===== config.mk =====
export PLATFORM = sky130hd
export DESIGN_NAME = seg_display_arbiter
export DESIGN_NICKNAME = d
export VERILOG_FILES = /design/src/rtl/seg_pkg.sv /design/src/rtl/seg7_scan.sv /design/src/rtl/seg_display_arbiter.sv
export SDC_FILE = /design/constraint.sdc
export NUM_CORES = 1
export LEC_CHECK = 0
export BUFFER_PORTS_ARGS = -buffer_cell sky130_fd_sc_hd__buf_2
export CAP_MARGIN = 20
export CELL_PAD_IN_SITES_DETAIL_PLACEMENT = 0
export CELL_PAD_IN_SITES_GLOBAL_PLACEMENT = 1
export CORE_MARGIN = 3
export CORE_UTILIZATION = 35
export DETAILED_ROUTE_END_ITERATION = 8
export GPL_ROUTABILITY_DRIVEN = 0
export MAX_ROUTING_LAYER = met4
export PLACE_DENSITY = 0.86
export SYNTH_ARGS = -nofsm -noshare
export SYNTH_HDL_FRONTEND = slang
export SYNTH_HIERARCHICAL = 1
export SYNTH_SLANG_ARGS = --single-unit

===== constraint.sdc =====
create_clock -name myclk1000hz -period 2 [get_ports myclk1000hz]
set_clock_uncertainty 0.05 [all_clocks]
set_input_delay 0.3 -clock myclk1000hz [delete_from_list [all_inputs] [get_ports myclk1000hz]]
set_output_delay 0.3 -clock myclk1000hz [all_outputs]
set_load 0.05 [all_outputs]

===== src/rtl/seg_pkg.sv =====
// Shared definitions for the 7-segment display path: code constants,
// digit enables, the segment pattern table and arbiter state type.
package seg_pkg;

  localparam int unsigned NUM_DISP_REQ = 3;

  localparam logic [3:0] SEG_A     = 4'd10;
  localparam logic [3:0] SEG_B     = 4'd11;
  localparam logic [3:0] SEG_DASH  = 4'd12;
  localparam logic [3:0] SEG_BLANK = 4'd15;

  localparam logic [3:0] DIG_EN0 = 4'b1110;
  localparam logic [3:0] DIG_EN1 = 4'b1101;
  localparam logic [3:0] DIG_EN2 = 4'b1011;
  localparam logic [3:0] DIG_EN3 = 4'b0111;

  typedef enum logic {ARB_IDLE, ARB_OWN} arb_state_t;

  // Active-low segments {g,f,e,d,c,b,a}
  function automatic logic [6:0] seg_pattern(input logic [3:0] code);
    case (code)
      4'd0:    seg_pattern = 7'b1000000;
      4'd1:    seg_pattern = 7'b1111001;
      4'd2:    seg_pattern = 7'b0100100;
      4'd3:    seg_pattern = 7'b0110000;
      4'd4:    seg_pattern = 7'b0011001;
      4'd5:    seg_pattern = 7'b0010010;
      4'd6:    seg_pattern = 7'b0000010;
      4'd7:    seg_pattern = 7'b1111000;
      4'd8:    seg_pattern = 7'b0000000;
      4'd9:    seg_pattern = 7'b0010000;
      SEG_A:   seg_pattern = 7'b0001000;
      SEG_B:   seg_pattern = 7'b0000011;
      SEG_DASH: seg_pattern = 7'b0111111;
      default: seg_pattern = 7'b1111111;
    endcase
  endfunction

  function automatic logic [3:0] digit_enable(input logic [1:0] sel);
    case (sel)
      2'd0:    digit_enable = DIG_EN0;
      2'd1:    digit_enable = DIG_EN1;
      2'd2:    digit_enable = DIG_EN2;
      default: digit_enable = DIG_EN3;
    endcase
  endfunction

  function automatic logic [NUM_DISP_REQ-1:0] lowest_set(input logic [NUM_DISP_REQ-1:0] r);
    logic found;
    lowest_set = '0;
    found      = 1'b0;
    for (int unsigned i = 0; i < NUM_DISP_REQ; i++) begin
      if (r[i] && !found) begin
        lowest_set[i] = 1'b1;
        found         = 1'b1;
      end
    end
  endfunction

endpackage


===== src/rtl/seg7_scan.sv =====
// Multiplexed scan of a 4-nibble word onto the shared DIGIT/DISPLAY pins.
module seg7_scan
  import seg_pkg::*;
(
  input  logic        myclk1000hz,
  input  logic        rst_1pulse,
  input  logic [15:0] disp_word,
  output logic [3:0]  DIGIT,
  output logic [6:0]  DISPLAY
);

  logic [1:0] scan;
  logic [3:0] nibble;

  always_comb begin
    nibble = disp_word[{scan, 2'b00} +: 4];
  end

  // DIGIT and DISPLAY come from the same scan value so they never skew
  always_ff @(posedge myclk1000hz or posedge rst_1pulse) begin
    if (rst_1pulse) begin
      scan    <= '0;
      DIGIT   <= DIG_EN0;
      DISPLAY <= seg_pattern(SEG_DASH);
    end else begin
      scan    <= scan + 2'd1;
      DIGIT   <= digit_enable(scan);
      DISPLAY <= seg_pattern(nibble);
    end
  end

endmodule


===== src/rtl/seg_display_arbiter.sv =====
// Fixed-priority owner arbitration for the shared 4-digit display with a
// minimum-hold preemption rule; the owner's word is registered and scanned.
module seg_display_arbiter
  import seg_pkg::*;
#(
  parameter int unsigned HOLD_MS   = 500,
  parameter logic [15:0] IDLE_WORD = 16'hCCCC
) (
  input  logic                    myclk1000hz,
  input  logic                    rst_1pulse,
  input  logic [NUM_DISP_REQ-1:0] req,
  input  logic [15:0]             data0,
  input  logic [15:0]             data1,
  input  logic [15:0]             data2,
  output logic [NUM_DISP_REQ-1:0] grant,
  output logic [3:0]              DIGIT,
  output logic [6:0]              DISPLAY
);

  localparam int unsigned HW = $clog2(HOLD_MS + 1);
  localparam logic [HW-1:0] HOLD_MAX = HW'(HOLD_MS);

  arb_state_t state, state_n;
  logic [NUM_DISP_REQ-1:0] grant_n;
  logic [NUM_DISP_REQ-1:0] pending;
  logic [NUM_DISP_REQ-1:0] higher;
  logic [HW-1:0]           hold_cnt, hold_n;
  logic [15:0]             disp_word, owner_word;

  always_comb begin
    state_n = state;
    grant_n = grant;
    hold_n  = hold_cnt;
    pending = req & ~grant;
    // Bits below the one-hot owner are the higher-priority requesters
    higher  = req & (grant - NUM_DISP_REQ'(1));
    case (state)
      ARB_IDLE: begin
        if (|req) begin
          state_n = ARB_OWN;
          grant_n = lowest_set(req);
          hold_n  = '0;
        end
      end
      ARB_OWN: begin
        if (!(|(req & grant))) begin
          hold_n = '0;
          if (|pending) begin
            grant_n = lowest_set(pending);
          end else begin
            grant_n = '0;
            state_n = ARB_IDLE;
          end
        end else if ((|higher) && (hold_cnt == HOLD_MAX)) begin
          grant_n = lowest_set(higher);
          hold_n  = '0;
        end else if (hold_cnt != HOLD_MAX) begin
          hold_n = hold_cnt + HW'(1);
        end
      end
      default: begin
        state_n = ARB_IDLE;
        grant_n = '0;
        hold_n  = '0;
      end
    endcase
  end

  always_comb begin
    case (grant)
      3'b001:  owner_word = data0;
      3'b010:  owner_word = data1;
      3'b100:  owner_word = data2;
      default: owner_word = IDLE_WORD;
    endcase
  end

  always_ff @(posedge myclk1000hz or posedge rst_1pulse) begin
    if (rst_1pulse) begin
      state     <= ARB_IDLE;
      grant     <= '0;
      hold_cnt  <= '0;
      disp_word <= IDLE_WORD;
    end else begin
      state     <= state_n;
      grant     <= grant_n;
      hold_cnt  <= hold_n;
      disp_word <= owner_word;
    end
  end

  seg7_scan u_scan (
    .myclk1000hz (myclk1000hz),
    .rst_1pulse  (rst_1pulse),
    .disp_word   (disp_word),
    .DIGIT       (DIGIT),
    .DISPLAY     (DISPLAY)
  );

endmodule


Word level (Yosys, flattened, before mapping)
Memories as Yosys holds them, arrays and structs flattened. A register that Yosys moved wholly into a read port is not among the register bits.
Cells that the tools add are included.
{"block": "classes", "n_addsub": 3, "n_mul": 0, "n_div": 0, "n_lt_le_gt_ge": 0, "n_eq_ne": 10, "shift": 1, "mux": 44, "bitwise": 5, "reduce_logical": 20}
{"cell": "one-hot mux 16 bit (3 select lines)", "count": 1}
{"cell": "2-to-1 mux 9 bit", "count": 4}
{"cell": "2-to-1 mux 1 bit", "count": 31}
{"cell": "one-hot mux 9 bit (2 select lines)", "count": 1}
{"cell": "indexed part select 16 x 5 -> 4 bit", "count": 1}
{"cell": "2-to-1 mux 3 bit", "count": 4}
{"cell": "one-hot mux 4 bit (3 select lines)", "count": 1}
{"cell": "OR reduction 3 bit", "count": 4}
{"cell": "adder 9 x 1 -> 9 bit, second input constant", "count": 1}
{"cell": "bitwise AND 3 bit", "count": 3}
{"cell": "== test 9 bit, second input constant", "count": 1}
{"cell": "inequality test 9 bit, second input constant", "count": 1}
{"cell": "logical AND 1 bit", "count": 7}
{"cell": "zero test 1 bit", "count": 6}
{"cell": "one-hot mux 3 bit (2 select lines)", "count": 1}
{"cell": "inequality test 4 x 2 -> 1 bit, second input constant", "count": 1}
{"cell": "AND reduction 2 bit", "count": 2}
{"cell": "== test 3 x 1 -> 1 bit, second input constant", "count": 1}
{"cell": "== test 3 x 2 -> 1 bit, second input constant", "count": 1}
{"cell": "== test 3 bit, second input constant", "count": 1}
{"cell": "inequality test 3 x 2 -> 1 bit, second input constant", "count": 1}
{"cell": "inverter 3 bit", "count": 1}
{"cell": "subtractor 3 x 1 -> 3 bit, second input constant", "count": 1}
{"cell": "adder 2 x 1 -> 2 bit, second input constant", "count": 1}
{"cell": "other kinds (6)", "count": 6}
{"block": "word_totals", "regBits": 35, "latch_bits": 0, "ramBits": 0, "romBits": 112, "input_bits": 53, "out_inout_bits": 14, "elab_cells": 90, "mem_count": 1}
{"memory": "(no name shown)", "depth": 16, "word_bits": 7, "read_ports": 1, "rd_ports_with_merged_regs": 1, "wr": 0, "line_no": "seg_pkg.sv:21", "rtl": "case (code)"}

Logic depth before layout (Yosys ltp)
{"block": "depth", "word_depth": 19, "mapped_depth": 8, "ltp_nobuf": 7}

Hierarchy
Netlist, hierarchy kept.
{"mod": "seg_display_arbiter", "n_inst": 1, "cells_per_inst": 166, "area_per_inst_um2": 1577.8, "seq_area_each_um2": 735.7}
{"mod": "seg7_scan", "n_inst": 1, "cells_per_inst": 62, "area_per_inst_um2": 767.0, "seq_area_each_um2": 336.6}

Least setup slack after synthesis
No wires, ideal clock.
{"block": "synth_path", "path_kind": "flip-flop to flip-flop", "from": "register grant[0]", "to": "register grant[2]", "setup_time_ps": 126, "arrival_ps": 2104, "required_time_ps": 1824, "path_slack_ps": -280, "stages_incl_launch_ff": 8, "cell_sequence": "dfrtp_1 inv_1 ha_1 xor2_1 a222oi_1 o21a_2 nor2_1 o32a_1"}
{"block": "synth_between", "elab_chain_cells": 18, "elab_cells_between_ends": 41}
{"item": "start: declaration", "line_no": "seg_display_arbiter.sv:15", "rtl": "output logic [NUM_DISP_REQ-1:0] grant,"}
{"item": "start signal: assignment", "line_no": "seg_display_arbiter.sv:86", "rtl": "grant <= grant_n;"}
{"item": "subtractor 3 x 1 -> 3 bit or inverter 3 bit (tied branches)", "line_no": "seg_display_arbiter.sv:36, seg_display_arbiter.sv:34"}
{"item": "bitwise AND 3 bit (on tied branches)", "line_no": "seg_display_arbiter.sv:36, seg_display_arbiter.sv:34"}
{"item": "2-to-1 mux 1 bit", "line_no": "seg_pkg.sv:53", "rtl": "if (r[i] && !found) begin"}
{"item": "2-to-1 mux 1 bit (on tied branches)", "line_no": "seg_display_arbiter.sv:54, seg_display_arbiter.sv:48"}
{"item": "2-to-1 mux 1 bit", "line_no": "seg_display_arbiter.sv:46", "rtl": "if (!(|(req & grant))) begin"}
{"item": "2-to-1 mux 1 bit", "line_no": "seg_display_arbiter.sv:37", "rtl": "case (state)"}
{"item": "zero test 1 bit", "line_no": "seg_pkg.sv:53"}
{"item": "logical AND 1 bit", "line_no": "seg_pkg.sv:53"}
{"item": "[2 not listed]"}
{"item": "2-to-1 mux 1 bit", "line_no": "seg_display_arbiter.sv:46"}
{"item": "2-to-1 mux 1 bit", "line_no": "seg_display_arbiter.sv:37"}
{"item": "zero test 1 bit", "line_no": "seg_pkg.sv:53"}
{"item": "logical AND 1 bit", "line_no": "seg_pkg.sv:53"}
{"item": "2-to-1 mux 1 bit", "line_no": "seg_pkg.sv:53"}
{"item": "2-to-1 mux 3 bit (on tied branches)", "line_no": "seg_display_arbiter.sv:54, seg_display_arbiter.sv:48"}
{"item": "2-to-1 mux 3 bit", "line_no": "seg_display_arbiter.sv:46"}
{"item": "one-hot mux 3 bit (2 select lines)", "line_no": "seg_display_arbiter.sv:37"}
Several ways; a longest one is shown, not always the timed one. The select of a mux whose other input is x is not followed.
A chain may end at the register's enable or synchronous reset.

Worst setup path after layout
{"block": "layout_path", "from": "register grant[1]", "to": "register hold_cnt[2]"}
{"block": "layout_between", "elab_chain_cells": 7, "elab_cells_between_ends": 11}
{"item": "subtractor 3 x 1 -> 3 bit", "line_no": "seg_display_arbiter.sv:36", "rtl": "higher = req & (grant - NUM_DISP_REQ'(1));"}
{"item": "bitwise AND 3 bit", "line_no": "seg_display_arbiter.sv:36"}
{"item": "OR reduction 3 bit", "line_no": "seg_display_arbiter.sv:54", "rtl": "end else if ((|higher) && (hold_cnt == HOLD_MAX)) begin"}
{"item": "logical AND 1 bit", "line_no": "seg_display_arbiter.sv:54"}
{"item": "2-to-1 mux 9 bit", "line_no": "seg_display_arbiter.sv:54"}
{"item": "2-to-1 mux 9 bit", "line_no": "seg_display_arbiter.sv:46"}
{"item": "one-hot mux 9 bit (2 select lines)", "line_no": "seg_display_arbiter.sv:37"}
{"item": "end signal: assignment", "line_no": "seg_display_arbiter.sv:87", "rtl": "hold_cnt <= hold_n;"}
{"item": "end: declaration", "line_no": "seg_display_arbiter.sv:27", "rtl": "logic [HW-1:0] hold_cnt, hold_n;"}
Several ways; a longest one is shown, not always the timed one.

==> results.cfg <==
[run_status]
status = finished clean

[power]
peakVddDrop_v = 0.000643
power_switching_mw = 1.62
powerDensity_nw_per_um2 = 1300
pwr-share-clk_pct = 15.5
seq_power_share_pct = 34.9
internal_power_mw = 2.13
p_sw_share_pct = 43.2
combPwrFrac_pct = 49.6
p_leak_nw = 1.43

[placement]
io_buffers = 66
place_hpwl_um = 4070
placedCellCount = 368

[layout]
drive_gt1_share_pct = 40.0
fin_util_pct = 44.9
multi_input_area_um2 = 1140
fillers = 592
diodes = 0
instances_no_fill = 377
seqCellArea_um2 = 1080
nets = 368
synthToLayoutAreaGrowth_pct = 22.9

[global_routing]
grt_pass1_wl_um = 8490
grt_overflow_total = 0
grt_pass1_vias = 1784
track_usage_pct = 14.8
antenna_found_initial = 0
grt_start_max_net_pins = 30

[setup_path]
worstPathArrival_ns = 2.04
slowest_delay_ns = 0.43
rr_worst_depth = 7
rr_startpoint = grant[1]
path_depth = 7
crit_fanout = 10
worstSetupStartpointType = flop
crit_end = hold_cnt[2]
crit_family = compound AO/OA/AOI/OAI gates
crit_start = grant[1]
crit_chain = inv_2 > ha_4 > xor2_1 > nand2_1 > a41o_2 > o21bai_1 > a22o_1
path_class = reg2reg
critical_path_required_ns = 2.15
cp_num_buf_inv = 1
reg2reg_slack_ns = 0.12
endpoint_kind = flop
slowest_stage = dfrtp_2
timing.rr.end = hold_cnt[2]

[routing]
topRoutingLayerUsed = met4
routed-wl-met2_um = 2700
route.vias.total = 1895
wl_met3_um = 264
drc = 0
wl_per_cell_um = 14.1
routed_via_density = 5.03
routed_wl_um = 5320
dr.pass1.iters = 4
drtIter0Drc = 106
postRouteAntennaNets = 0
wl_met1_um = 2280

[cts]
cts-htree-levels = 2
clk_transition_reported_paths_ns = 0.09
cts_sinks = 42
clk_path_buf_depth = 2
cts_tree = done
post-cts-setup-buffers = 0
clockRootBuffer = clkbuf_8
clkLatencyLatePin_ns = 0.31
numCtsBuffers = 5

[run]
cap_violations = 0

[synthesis]
synthFlopType = dfrtp_1
yosys.area.top_type = dfrtp_1
synth_nets = 297
synth_area_um2 = 2340
yosys_warnings = 6
synth_async_sr_flop_share_pct = 100
synth_edf_count = 0
synth_cell_type_count = 43
ys_seq_area_share_pct = 45.7
synth.top_cells.by_area = dfrtp_1 27%, dfstp_2 19%, ha_1 8.5%
synth_top_area_share_pct = 26.7
synth-seq-cells = 42
synthCells = 228
syn_area_per_cell_um2 = 10.3

[timing]
finalHoldViolations = 0
finalSetupViolations = 0
fin_crit_sh_pct = 94.2
relSlewSlack_pct = 69.0
drv_slew = 0
rsz0062_at_grt = false
max_freq_mhz = 531
finalSetupTns_ns = 0
fin_crit_ns = 1.88
worst_pin_slew_ns = 0.465

[floorplan]
die_w_um = 87.9
start_util_pct = 36.5
ios = 67
core_um2 = 6420
die_area_um2 = 7720
num_rows = 29
fp.dieH_um = 87.9

[min_path]
hold_path_class = in2reg
## repair_timing
item                                    CTS  global route
hold buffers                              1             0
endpoints found under the hold margin     4             0
endpoints found under the setup margin    0             8
resized for setup                         0             4
## through the flow
stage	area, um2	power (mW)	worst slack [ns]	hold slack (ns)
6_report	2880	3.75	0.115	0.124
5_1_grt	2880	4.04	0.00587	0.126
4_1_cts	2890	3.78	0.00459	0.114
3_5_place_dp	2780	3.19	0.0295	0.301
3_3_place_gp	2780	3.14	0.0941	0.287
2_1_floorplan	2360	2.73	0.00494	0.121
## final cells by class
cell class	count	share of cell area (%)
Multi-Input combinational cell	156	39.6
Clock inverter	3	0.868
Tap cell	77	3.34
Inverter	18	2.34
Clock buffer	5	2.39
Sequential cell	42	37.3
Timing Repair Buffer	76	14.1
## synth_stat cells (2+ instances only)
cell type	count
o21bai_1	3
dfstp_2	17
inv_1	18
clkbuf_1	7
nor2_1	14
dfrtp_1	25
a21o_1	3
mux4_2	2
ha_1	16
buf_6	3
nand4_1	2
mux4_1	2
a22oi_1	18
nor2b_1	4
xnor2_1	2
buf_2	2
mux2i_1	7
o21ai_0	3
mux2_2	2
a22o_1	6
nand2_1	36
and4_1	2
a21oi_1	5
nand3_1	10
## cell usage in the layout, fill, tap and decap left out, drive strengths merged, types with 2 or more instances in the layout
master,count
mux2,2
dfstp,17
or3,2
nand4,2
ha,16
a21o,3
o21ai,4
inv,19
o21bai,3
a22o,6
mux4,4
a22oi,18
mux2i,7
nor2,16
buf,75
xnor2,2
nand2,36
a21oi,5
and4,2
dfrtp,25
nor2b,4
clkbuf,5
nand3,10
## cells by family after synthesis
kind of cell	Yosys count	synth area share [%]
DFF	42	45.7
adders and majority gates	16	8.54
xor gates and xnor gates	3	1.12
buffers and inverters	30	5.87
AOI/OAI and AO/OA	47	15.2
and+or+nand+nor	77	15.5
muxes	13	8.11
## registers in the layout, summed over array words and instances (netlist names)
register        count
u_scan/scan         2
u_scan/DISPLAY      7
state               1
u_scan/DIGIT        4
grant               3
hold_cnt            9
disp_word          16
## worst min path at each step
| stage | from | end | slack (ns) | cells past startpoint |
|---|---|---|---|---|
| after floorplan | rst_1pulse | u_scan/DIGIT[0] | 0.12 | 1 |
| after global placement | rst_1pulse | u_scan/DISPLAY[6] | 0.29 | 2 |
| after detailed placement | rst_1pulse | u_scan/DIGIT[0] | 0.30 | 2 |
| after CTS | data0[8] | disp_word[8] | 0.11 | 3 |
| after global routing | data0[8] | disp_word[8] | 0.13 | 3 |
| final | data0[8] | disp_word[8] | 0.12 | 3 |
## worst reg2reg max path: stages (launching register included)
cell and delay [ns]:
dfrtp_2 0.43, inv_2 0.11, ha_4 0.13, xor2_1 0.18
nand2_1 0.09, a41o_2 0.36, o21bai_1 0.18, a22o_1 0.23
## routing by layer
| metal | track usage, % | vias up |
|---|---|---|
| met5 | - | - |
| met4 | 5.02 | 0 |
| met3 | 3.48 | 8 |
| met2 | 24.4 | 44 |
| met1 | 17.8 | 907 |
| li1 | - | 936 |
## power by group through the flow
stage | Sequential, mW | Combinational (mW) | Clock, mW
2_1_floorplan | 1.65 | 1.09 | 0
3_3_place_gp | 1.31 | 1.83 | 0
3_5_place_dp | 1.32 | 1.87 | 0
4_1_cts | 1.31 | 1.87 | 0.603
5_1_grt | 1.33 | 2.06 | 0.641
6_report | 1.31 | 1.86 | 0.582
(Power assumes the default switching activity.)
